### src/rtl/sound_req_sequencer.sv
// Buzzer request sequencer: queues one-cycle sound events and plays each for its melody length, then a silent gap.
// Optional feature: define SND_PREEMPT_EN so a code-7 (game over) event flushes the queue and preempts playback.
module sound_req_sequencer #(
    parameter int BEAT_CYCLES = 6250002,
    parameter int LEN_LONG    = 64,
    parameter int LEN_SHORT   = 48,
    parameter int GAP_BEATS   = 2,
    parameter int DEPTH       = 4
) (
    input  logic       clk,
    input  logic       rst,
    input  logic       ev_valid,
    input  logic [2:0] ev_code,
    output logic       ev_ready,
    output logic       ev_drop,
    output logic [2:0] sound_code,
    output logic       play_sound,
    output logic       busy
);
    localparam int CW = (BEAT_CYCLES > 1) ? $clog2(BEAT_CYCLES) : 1;
    localparam int BW = $clog2(LEN_LONG + 1);
    localparam int AW = (DEPTH > 1) ? $clog2(DEPTH) : 1;
    localparam int NW = AW + 1;
    localparam logic [CW-1:0] CYC_LAST = CW'(BEAT_CYCLES - 1);
    localparam logic [BW-1:0] GAP_LAST = BW'(GAP_BEATS - 1);

    typedef enum logic [1:0] {S_IDLE, S_PLAY, S_GAP} state_t;

    state_t          state_q, state_d;
    logic [CW-1:0]   cyc_q, cyc_d;
    logic [BW-1:0]   beat_q, beat_d;
    logic [BW-1:0]   len_q, len_d;
    logic [2:0]      code_q, code_d;
    logic            play_q, play_d;
    logic            drop_q, drop_d;
    logic [NW-1:0]   cnt_q, cnt_d;
    logic [AW-1:0]   rd_ptr_q, rd_ptr_d;
    logic [AW-1:0]   wr_ptr_q, wr_ptr_d;
    logic [2:0]      mem_q [DEPTH];
    logic [2:0]      mem_d [DEPTH];
    logic            full;
    logic            push;
    logic            pop;

    assign full = (cnt_q == NW'(DEPTH));
    assign push = ev_valid && (ev_code != 3'd0) && !full;

    always_ff @(posedge clk or posedge rst) begin
        if (rst) begin
            state_q  <= S_IDLE;
            cyc_q    <= '0;
            beat_q   <= '0;
            len_q    <= '0;
            code_q   <= '0;
            play_q   <= 1'b0;
            drop_q   <= 1'b0;
            cnt_q    <= '0;
            rd_ptr_q <= '0;
            wr_ptr_q <= '0;
            for (int i = 0; i < DEPTH; i++) mem_q[i] <= '0;
        end else begin
            state_q  <= state_d;
            cyc_q    <= cyc_d;
            beat_q   <= beat_d;
            len_q    <= len_d;
            code_q   <= code_d;
            play_q   <= play_d;
            drop_q   <= drop_d;
            cnt_q    <= cnt_d;
            rd_ptr_q <= rd_ptr_d;
            wr_ptr_q <= wr_ptr_d;
            mem_q    <= mem_d;
        end
    end

    always_comb begin
        state_d  = state_q;
        cyc_d    = cyc_q;
        beat_d   = beat_q;
        len_d    = len_q;
        code_d   = code_q;
        play_d   = play_q;
        cnt_d    = cnt_q;
        rd_ptr_d = rd_ptr_q;
        wr_ptr_d = wr_ptr_q;
        mem_d    = mem_q;
        pop      = 1'b0;
        drop_d   = ev_valid && (ev_code != 3'd0) && full;

        case (state_q)
            S_IDLE: begin
                if (cnt_q != '0) begin
                    pop     = 1'b1;
                    code_d  = mem_q[rd_ptr_q];
                    play_d  = 1'b1;
                    cyc_d   = '0;
                    beat_d  = '0;
                    len_d   = (mem_q[rd_ptr_q] == 3'd1) ? BW'(LEN_LONG) : BW'(LEN_SHORT);
                    state_d = S_PLAY;
                end
            end
            S_PLAY: begin
                if (cyc_q == CYC_LAST) begin
                    cyc_d = '0;
                    if (beat_q == len_q - BW'(1)) begin
                        beat_d  = '0;
                        play_d  = 1'b0;
                        code_d  = '0;
                        state_d = S_GAP;
                    end else begin
                        beat_d = beat_q + BW'(1);
                    end
                end else begin
                    cyc_d = cyc_q + CW'(1);
                end
            end
            S_GAP: begin
                if (cyc_q == CYC_LAST) begin
                    cyc_d = '0;
                    if (beat_q == GAP_LAST) begin
                        beat_d  = '0;
                        state_d = S_IDLE;
                    end else begin
                        beat_d = beat_q + BW'(1);
                    end
                end else begin
                    cyc_d = cyc_q + CW'(1);
                end
            end
            default: state_d = S_IDLE;
        endcase

        if (push) begin
            mem_d[wr_ptr_q] = ev_code;
            wr_ptr_d        = wr_ptr_q + AW'(1);
        end
        if (pop) rd_ptr_d = rd_ptr_q + AW'(1);
        if (push && !pop) cnt_d = cnt_q + NW'(1);
        else if (pop && !push) cnt_d = cnt_q - NW'(1);

`ifdef SND_PREEMPT_EN
        // Game over wins even against a full queue: leave only the 7 queued and silence via GAP.
        if (ev_valid && (ev_code == 3'd7)) begin
            state_d         = S_GAP;
            cyc_d           = '0;
            beat_d          = '0;
            play_d          = 1'b0;
            code_d          = '0;
            drop_d          = 1'b0;
            mem_d[rd_ptr_q] = 3'd7;
            rd_ptr_d        = rd_ptr_q;
            wr_ptr_d        = rd_ptr_q + AW'(1);
            cnt_d           = NW'(1);
        end
`endif
    end

    assign ev_ready   = !full;
    assign ev_drop    = drop_q;
    assign sound_code = code_q;
    assign play_sound = play_q;
    assign busy       = (state_q != S_IDLE) || (cnt_q != '0);
endmodule

### config.mk
export PLATFORM = sky130hd
export DESIGN_NAME = sound_req_sequencer
export DESIGN_NICKNAME = d
export VERILOG_FILES = /design/src/rtl/sound_req_sequencer.sv
export SDC_FILE = /design/constraint.sdc
export NUM_CORES = 1
export LEC_CHECK = 0
export CORE_UTILIZATION = 46
export CTS_CLUSTER_SIZE = 8
export DETAILED_ROUTE_END_ITERATION = 7
export PLACE_DENSITY = 0.71
export SYNTH_ARGS = -nofsm -noshare
export SYNTH_HDL_FRONTEND = slang
export SYNTH_SLANG_ARGS = --single-unit
### constraint.sdc
create_clock -name clk -period 4.4 [get_ports clk]
set_clock_uncertainty 0.15 [all_clocks]
set_input_delay 0.66 -clock clk [delete_from_list [all_inputs] [get_ports clk]]
set_output_delay 0.66 -clock clk [all_outputs]
set_load 0.005 [all_outputs]
==> results.json, run 1 <==
{
  "tightestPinTransition_ns": 0.840,
  "maxCapViolCount": 0,
  "avgSynthCellArea_sq_um": 10.4,
  "ctsHoldBuffers": 0,
  "period_minus_slack_ns": 3.31,
  "min_path_type": "register to register",
  "ys_ff_latch": 58,
  "num_rows": 30,
  "die_x_microns": 85.9,
  "layout-drive-gt1-share_pct": 13.6,
  "rsz0062_at_grt": "false",
  "nFillCells": 601,
  "ys_top_cells_by_area": "dfrtp_1, ha_1, mux2_2",
  "grt_pass1_wl_microns": 11400,
  "grt_overflow": 0,
  "drt_first_iter_violations": 102,
  "synthFlopType": "dfrtp_1",
  "finalHoldViolCount": 0,
  "clock.fmax_mhz": 302,
  "antenna_found_initial": 0,
  "cts.sinks": 58,
  "synth.top_cell.area_share_pct": 44.8,
  "ant_nets": 0,
  "io_buffers": 12,
  "first_global_vias": 2366,
  "path_class": "register to register",
  "slew_viol_final": 0,
  "area_delta_synth_final_pct": 13.5,
  "arrival_ns": 3.44,
  "cts-root-buf": "clkbuf_8",
  "dp_hpwl_microns": 4720,
  "ys_warn_count": 0,
  "post_cts_buffers": 0,
  "wl_microns": 6530,
  "powerDensity_nw_per_um2": 578,
  "ios": 13,
  "grt_usage_pct": 20.1,
  "clk_pin_slew_ns": 0.07,
  "syn_inst": 310,
  "async_flop_share_pct": 100,
  "gp_congestion": 0.824,
  "setup_viol": 0,
  "grt_max_degree": 39,
  "period_share_pct": 75.3,
  "drtPass1Iterations": 4,
  "cp-start-kind": "register",
  "numCtsBuffers": 9,
  "wl_per_cell_microns": 15.3,
  "clk_latency_ns": 0.35,
  "cp.required_ns": 4.52,
  "synth_top_area_cell": "dfrtp_1",
  "syn_nets": 329,
  "synth_edf_count": 0,
  "maxSlewHeadroom_pct": 43.2,
  "setup_tns_ns": 0,
  "ys_seq_area_share_pct": 44.8,
  "cts_tree": "done",
  "initial_core_util_pct": 47.6,
  "p_leak_nw": 1.58,
  "ir_drop_v": 0.000355,
  "die_h_microns": 85.9,
  "nets": 346,
  "num_antenna_cells": 0,
  "clock_path_buffers": 2,
  "cp-end-kind": "register",
  "htreeDepth": 3,
  "yosysUniqueCellTypes": 57,
  "outcome": "completed",
  "synth_area_sq_um": 3240,
  "design.core.area_sq_um": 6790,
  "fin_hold_ws_ns": 0.356,
  "dieArea_sq_um": 7380,
  "crit_path_max_fanout": 14,
  "route.detailed.drc": 0,
  "cts_resized": 0,
  "vias": 2435,
  "via_per_inst": 5.69
}
## Yosys cell counts (4+ instances only)
| cell type | n |
|---|---|
| mux2_2 | 13 |
| and2_1 | 6 |
| nand2_1 | 25 |
| dfrtp_1 | 58 |
| xnor2_1 | 11 |
| inv_1 | 13 |
| o21ai_0 | 13 |
| nand4_1 | 12 |
| and3_1 | 4 |
| o22ai_1 | 4 |
| nor4b_1 | 4 |
| nand3_1 | 12 |
| a211oi_1 | 4 |
| nor2b_1 | 4 |
| ha_1 | 12 |
| nor4_1 | 5 |
| a21o_1 | 7 |
| xor2_1 | 9 |
| nor3b_1 | 5 |
| nor2_1 | 25 |
| and4_1 | 4 |
## where the power goes
| part | switching (mW) | internal, mW | total [mW] |
|---|---|---|---|
| combinational | 0.425 | 0.360 | 0.785 |
| sequential | 0.116 | 0.668 | 0.784 |
| clock | 0.232 | 0.323 | 0.555 |
## sequential cells by signal, summed over array words and instances (netlist names)
register,cells
beat_q,7
cnt_q,3
cyc_q,23
ev_drop,1
len_q,2
mem_q,12
play_sound,1
rd_ptr_q,2
sound_code,3
state_q,2
wr_ptr_q,2
## through the flow
| step | util [%] | area, sq um | setup WS, ns | power (mW) | std cells |
|---|---|---|---|---|---|
| floorplan | - | 3240 | 1.60 | 1.37 | 310 |
| global placement | 50.7 | 3450 | 1.27 | 1.56 | 412 |
| detailed placement | 50.7 | 3450 | 1.13 | 1.58 | 412 |
| CTS | 54.1 | 3670 | 1.10 | 2.15 | 428 |
| global route | 54.1 | 3670 | 0.844 | 2.28 | 428 |
| finish | 54.1 | 3670 | 1.09 | 2.12 | 428 |
## worst max-delay path, stage by stage, from the launching register on
cell	delay, ns
dfrtp_1	0.41
inv_1	0.10
ha_1	0.38
nor4b_2	0.26
buf_4	0.23
clkinv_1	0.25
and2_1	0.29
inv_1	0.11
ha_1	0.19
inv_1	0.06
fa_1	0.38
xor2_1	0.17
nor2_1	0.11
xor2_1	0.15
## final timing paths
kind                                           start                         to  slack [ns]  cells after the start
setup / recovery              state_q[0]$_DFFE_PP0P_       cnt_q[2]$_DFFE_PP0P_        1.09                     13
hold / removal             sound_code[0]$_DFFE_PP0P_  sound_code[0]$_DFFE_PP0P_        0.36                      1
setup reg to reg              state_q[0]$_DFFE_PP0P_       cnt_q[2]$_DFFE_PP0P_        1.09                     13
hold reg to reg            sound_code[0]$_DFFE_PP0P_  sound_code[0]$_DFFE_PP0P_        0.36                      1
max in group asynchronous                        rst       mem_q[9]$_DFFE_PP0P_        2.70                      3
min in group asynchronous                        rst     play_sound$_DFFE_PP0P_        0.63                      2
## kinds of logic (layout without fill, tap and decap cells)
| logic type | Yosys count | count (layout) | share of synthesized area, % |
|---|---|---|---|
| xor gates and xnor gates | 21 | 21 | 6.11 |
| adders and majority gates | 13 | 13 | 5.26 |
| AOI/OAI and AO/OA | 50 | 50 | 11.0 |
| DFF | 58 | 58 | 44.8 |
| buffers and inverters | 22 | 44 | 3.01 |
| and+or+nand+nor | 129 | 129 | 22.8 |
| muxes | 17 | 17 | 6.92 |
## area by class of cell
cell class                      count  area (sq um)  area share [%]
Clock buffer                        9           124            3.37
Inverter                           14          52.6            1.43
Sequential cell                    58          1450            39.5
Clock inverter                      7           103            2.79
Tap cell                           96           120            3.27
Multi-Input combinational cell    230          1690            45.9
Timing Repair Buffer               14           135            3.68
## metal layers
metal / routed length (microns) / global-route usage (%) / vias to the layer above
met5: 0 / 0 / -
met4: 210 / 10.3 / 0
met3: 223 / 4.23 / 18
met2: 3030 / 31.3 / 48
met1: 3070 / 26.6 / 1197
li1: - / - / 1172
## cell usage in the layout, fill, tap and decap left out, types with 4 or more instances in the layout
master / count
inv_1: 12
a211oi_1: 4
o21ai_0: 13
clkbuf_8: 9
nor4b_1: 4
nor2_1: 25
mux2_2: 13
nand4_1: 12
nand3_1: 12
and2_1: 6
nor3b_1: 5
a21o_1: 7
nand2_1: 25
xor2_1: 9
dfrtp_1: 58
nor2b_1: 4
xnor2_1: 11
clkdlybuf4s50_1: 12
and3_1: 4
nor4_1: 5
ha_1: 12
and4_1: 4
o22ai_1: 4
No activity file was read; power rests on OpenSTA's default activity.
==> run 2: changes to the inputs <==
Clock period 4.4 ns to 3.3 ns, I/O delays scaled along.
==> run 2 against run 1 <==
  * Sequential cell count unchanged
  * Global-route usage grew 0.27 points
  * Largest cell class unchanged
  * Non-clock buffer count is 3 higher
  * Die area stayed put
  * Sequential power grew 33%
  * Setup slack got worse by 0.45 ns
  * Total power increased by 32%
  * Wire length increased by 2.1%
  * Highest routed layer unchanged
  * Core utilization did not move
  * Via count down 0.62%
  * Critical path type unchanged
==> results.json, run 2 (same netlist as run 1, synthesis figures left out) <==
{
  "crit_start": "state_q[0]$_DFFE_PP0P_",
  "r2r_end": "cnt_q[2]$_DFFE_PP0P_",
  "cts_tree": "done",
  "cts-root-buf": "clkbuf_8",
  "crit_slowest_cell": "dfrtp_1",
  "die_h_microns": 85.9,
  "combPwrFrac_pct": 38.7,
  "period_share_pct": 80.6,
  "num_antenna_cells": 0,
  "clk_pin_slew_ns": 0.08,
  "largest_reg_flops": 23,
  "period_minus_slack_ns": 2.66,
  "grt_overflow": 0,
  "ir_drop_v": 0.000571,
  "p_int_mw": 1.74,
  "tightestPinTransition_ns": 1.01,
  "rr_startpoint": "state_q[0]$_DFFE_PP0P_",
  "wl_per_cell_microns": 15.5,
  "drt_first_iter_violations": 156,
  "top_register": "cyc_q",
  "io_buffers": 12,
  "crit_chain": "inv_1, ha_1, nor4b_2, clkinv_1, and2_1, inv_1, ha_1, inv_1, fa_1, xor2_1, nor2_1, xor2_1",
  "cp-start-kind": "register",
  "vias": 2420,
  "slew_viol_final": 0,
  "pwr-share-seq_pct": 37.3,
  "ctsHoldBuffers": 0,
  "crit_path_max_fanout": 5,
  "ant_nets": 0,
  "cts.sinks": 58,
  "path_class": "register to register",
  "die_x_microns": 85.9,
  "clock_path_buffers": 2,
  "antenna_found_initial": 0,
  "first_global_vias": 2420,
  "layout_common_cells": "dfrtp_1, nor2_1, nand2_1, mux2_2, o21ai_0",
  "setup_tns_ns": 0,
  "cp.required_ns": 3.41,
  "crit_top_cell": "inv_1",
  "route.detailed.drc": 0,
  "drtPass1Iterations": 4,
  "rrSetupSlack_ns": 0.64,
  "p_leak_nw": 1.58,
  "area_delta_synth_final_pct": 13.5,
  "min_path_type": "register to register",
  "dp_hpwl_microns": 4680,
  "grt_usage_pct": 20.4,
  "layout-drive-gt1-share_pct": 14.3,
  "ios": 13,
  "via_per_inst": 5.61,
  "maxSlewHeadroom_pct": 32.9,
  "finalHoldViolCount": 0,
  "num_rows": 30,
  "cts_resized": 0,
  "htreeDepth": 3,
  "wl_microns": 6670,
  "swShare_pct": 37.9,
  "clk_latency_ns": 0.35,
  "nets": 349,
  "clock.fmax_mhz": 376,
  "rsz0062_at_grt": "false",
  "final_common_cell": "dfrtp_1",
  "setup.worst_path.end": "cnt_q[2]$_DFFE_PP0P_",
  "powerDensity_nw_per_um2": 763,
  "dieArea_sq_um": 7380,
  "maxCapViolCount": 0,
  "fin_total_pwr_mw": 2.80,
  "cp-end-kind": "register",
  "arrival_ns": 2.77,
  "p_clk_share_pct": 24.0,
  "numCtsBuffers": 9,
  "p_sw_mw": 1.06,
  "grt_pass1_wl_microns": 11700,
  "initial_core_util_pct": 47.6,
  "reg_top3": "cyc_q (23), mem_q (12), beat_q (7)",
  "design.core.area_sq_um": 6790,
  "setup_viol": 0,
  "gp_congestion": 0.829,
  "cpPeakStageDelay_ns": 0.40,
  "reg2reg_depth": 12,
  "grt_max_degree": 49,
  "outcome": "completed",
  "nFillCells": 595,
  "fin_hold_ws_ns": 0.354,
  "post_cts_buffers": 0
}
==> run 2: worst max-delay path, delay by kind of cell (launching register included) <==
| family | cells | cell delay (ns) |
|---|---|---|
| xor+xnor | 2 | 0.33 |
| flops | 1 | 0.40 |
| buf+inv | 4 | 0.39 |
| fa+ha+maj | 3 | 0.73 |
| simple gates | 3 | 0.57 |
==> run 2: routing by layer <==
layer	track usage [%]	share of wire, %
met1	27.5	48
met4	8.18	1.9
met2	32.0	45
met5	0	0
met3	4.72	4.6
==> run 2: worst min path at each step <==
stage	start	to	slack [ns]	cells past startpoint
after floorplan	len_q[6]$_DFFE_PP0P_	len_q[6]$_DFFE_PP0P_	0.31	2
after global placement	sound_code[0]$_DFFE_PP0P_	sound_code[0]$_DFFE_PP0P_	0.33	1
after detailed placement	sound_code[0]$_DFFE_PP0P_	sound_code[0]$_DFFE_PP0P_	0.34	1
after CTS	sound_code[0]$_DFFE_PP0P_	sound_code[0]$_DFFE_PP0P_	0.36	1
after global routing	mem_q[4]$_DFFE_PP0P_	mem_q[4]$_DFFE_PP0P_	0.38	1
final	sound_code[0]$_DFFE_PP0P_	sound_code[0]$_DFFE_PP0P_	0.35	1
==> run 2: through the flow <==
stage               util [%]  instances  setup slack (ns)  area [sq um]
global route            54.1        431             0.431          3670
CTS                     54.1        431             0.601          3670
global placement        51.1        415             0.384          3470
finish                  54.1        431             0.639          3670
floorplan                  -        310             0.503          3240
detailed placement      51.1        415             0.312          3470
==> run 2: final cells by class <==
class,count,area (sq um),area share (%)
multi-input cells,230,1690,45.9
flip-flops and latches,58,1450,39.5
repair buffers,17,158,4.29
clock buffers,9,124,3.37
well taps,96,120,3.27
clock inverters,7,80.1,2.18
inverters,14,52.6,1.43
==> run 2: power by group through the flow <==
| stage | clock network [mW] | registers (mW) | logic (mW) |
|---|---|---|---|
| after global placement | 0 | 1.05 | 1.06 |
| after detailed placement | 0 | 1.06 | 1.08 |
| final | 0.674 | 1.04 | 1.08 |
| after CTS | 0.689 | 1.05 | 1.09 |
| after global routing | 0.716 | 1.07 | 1.21 |
| after floorplan | 0 | 1.01 | 0.817 |
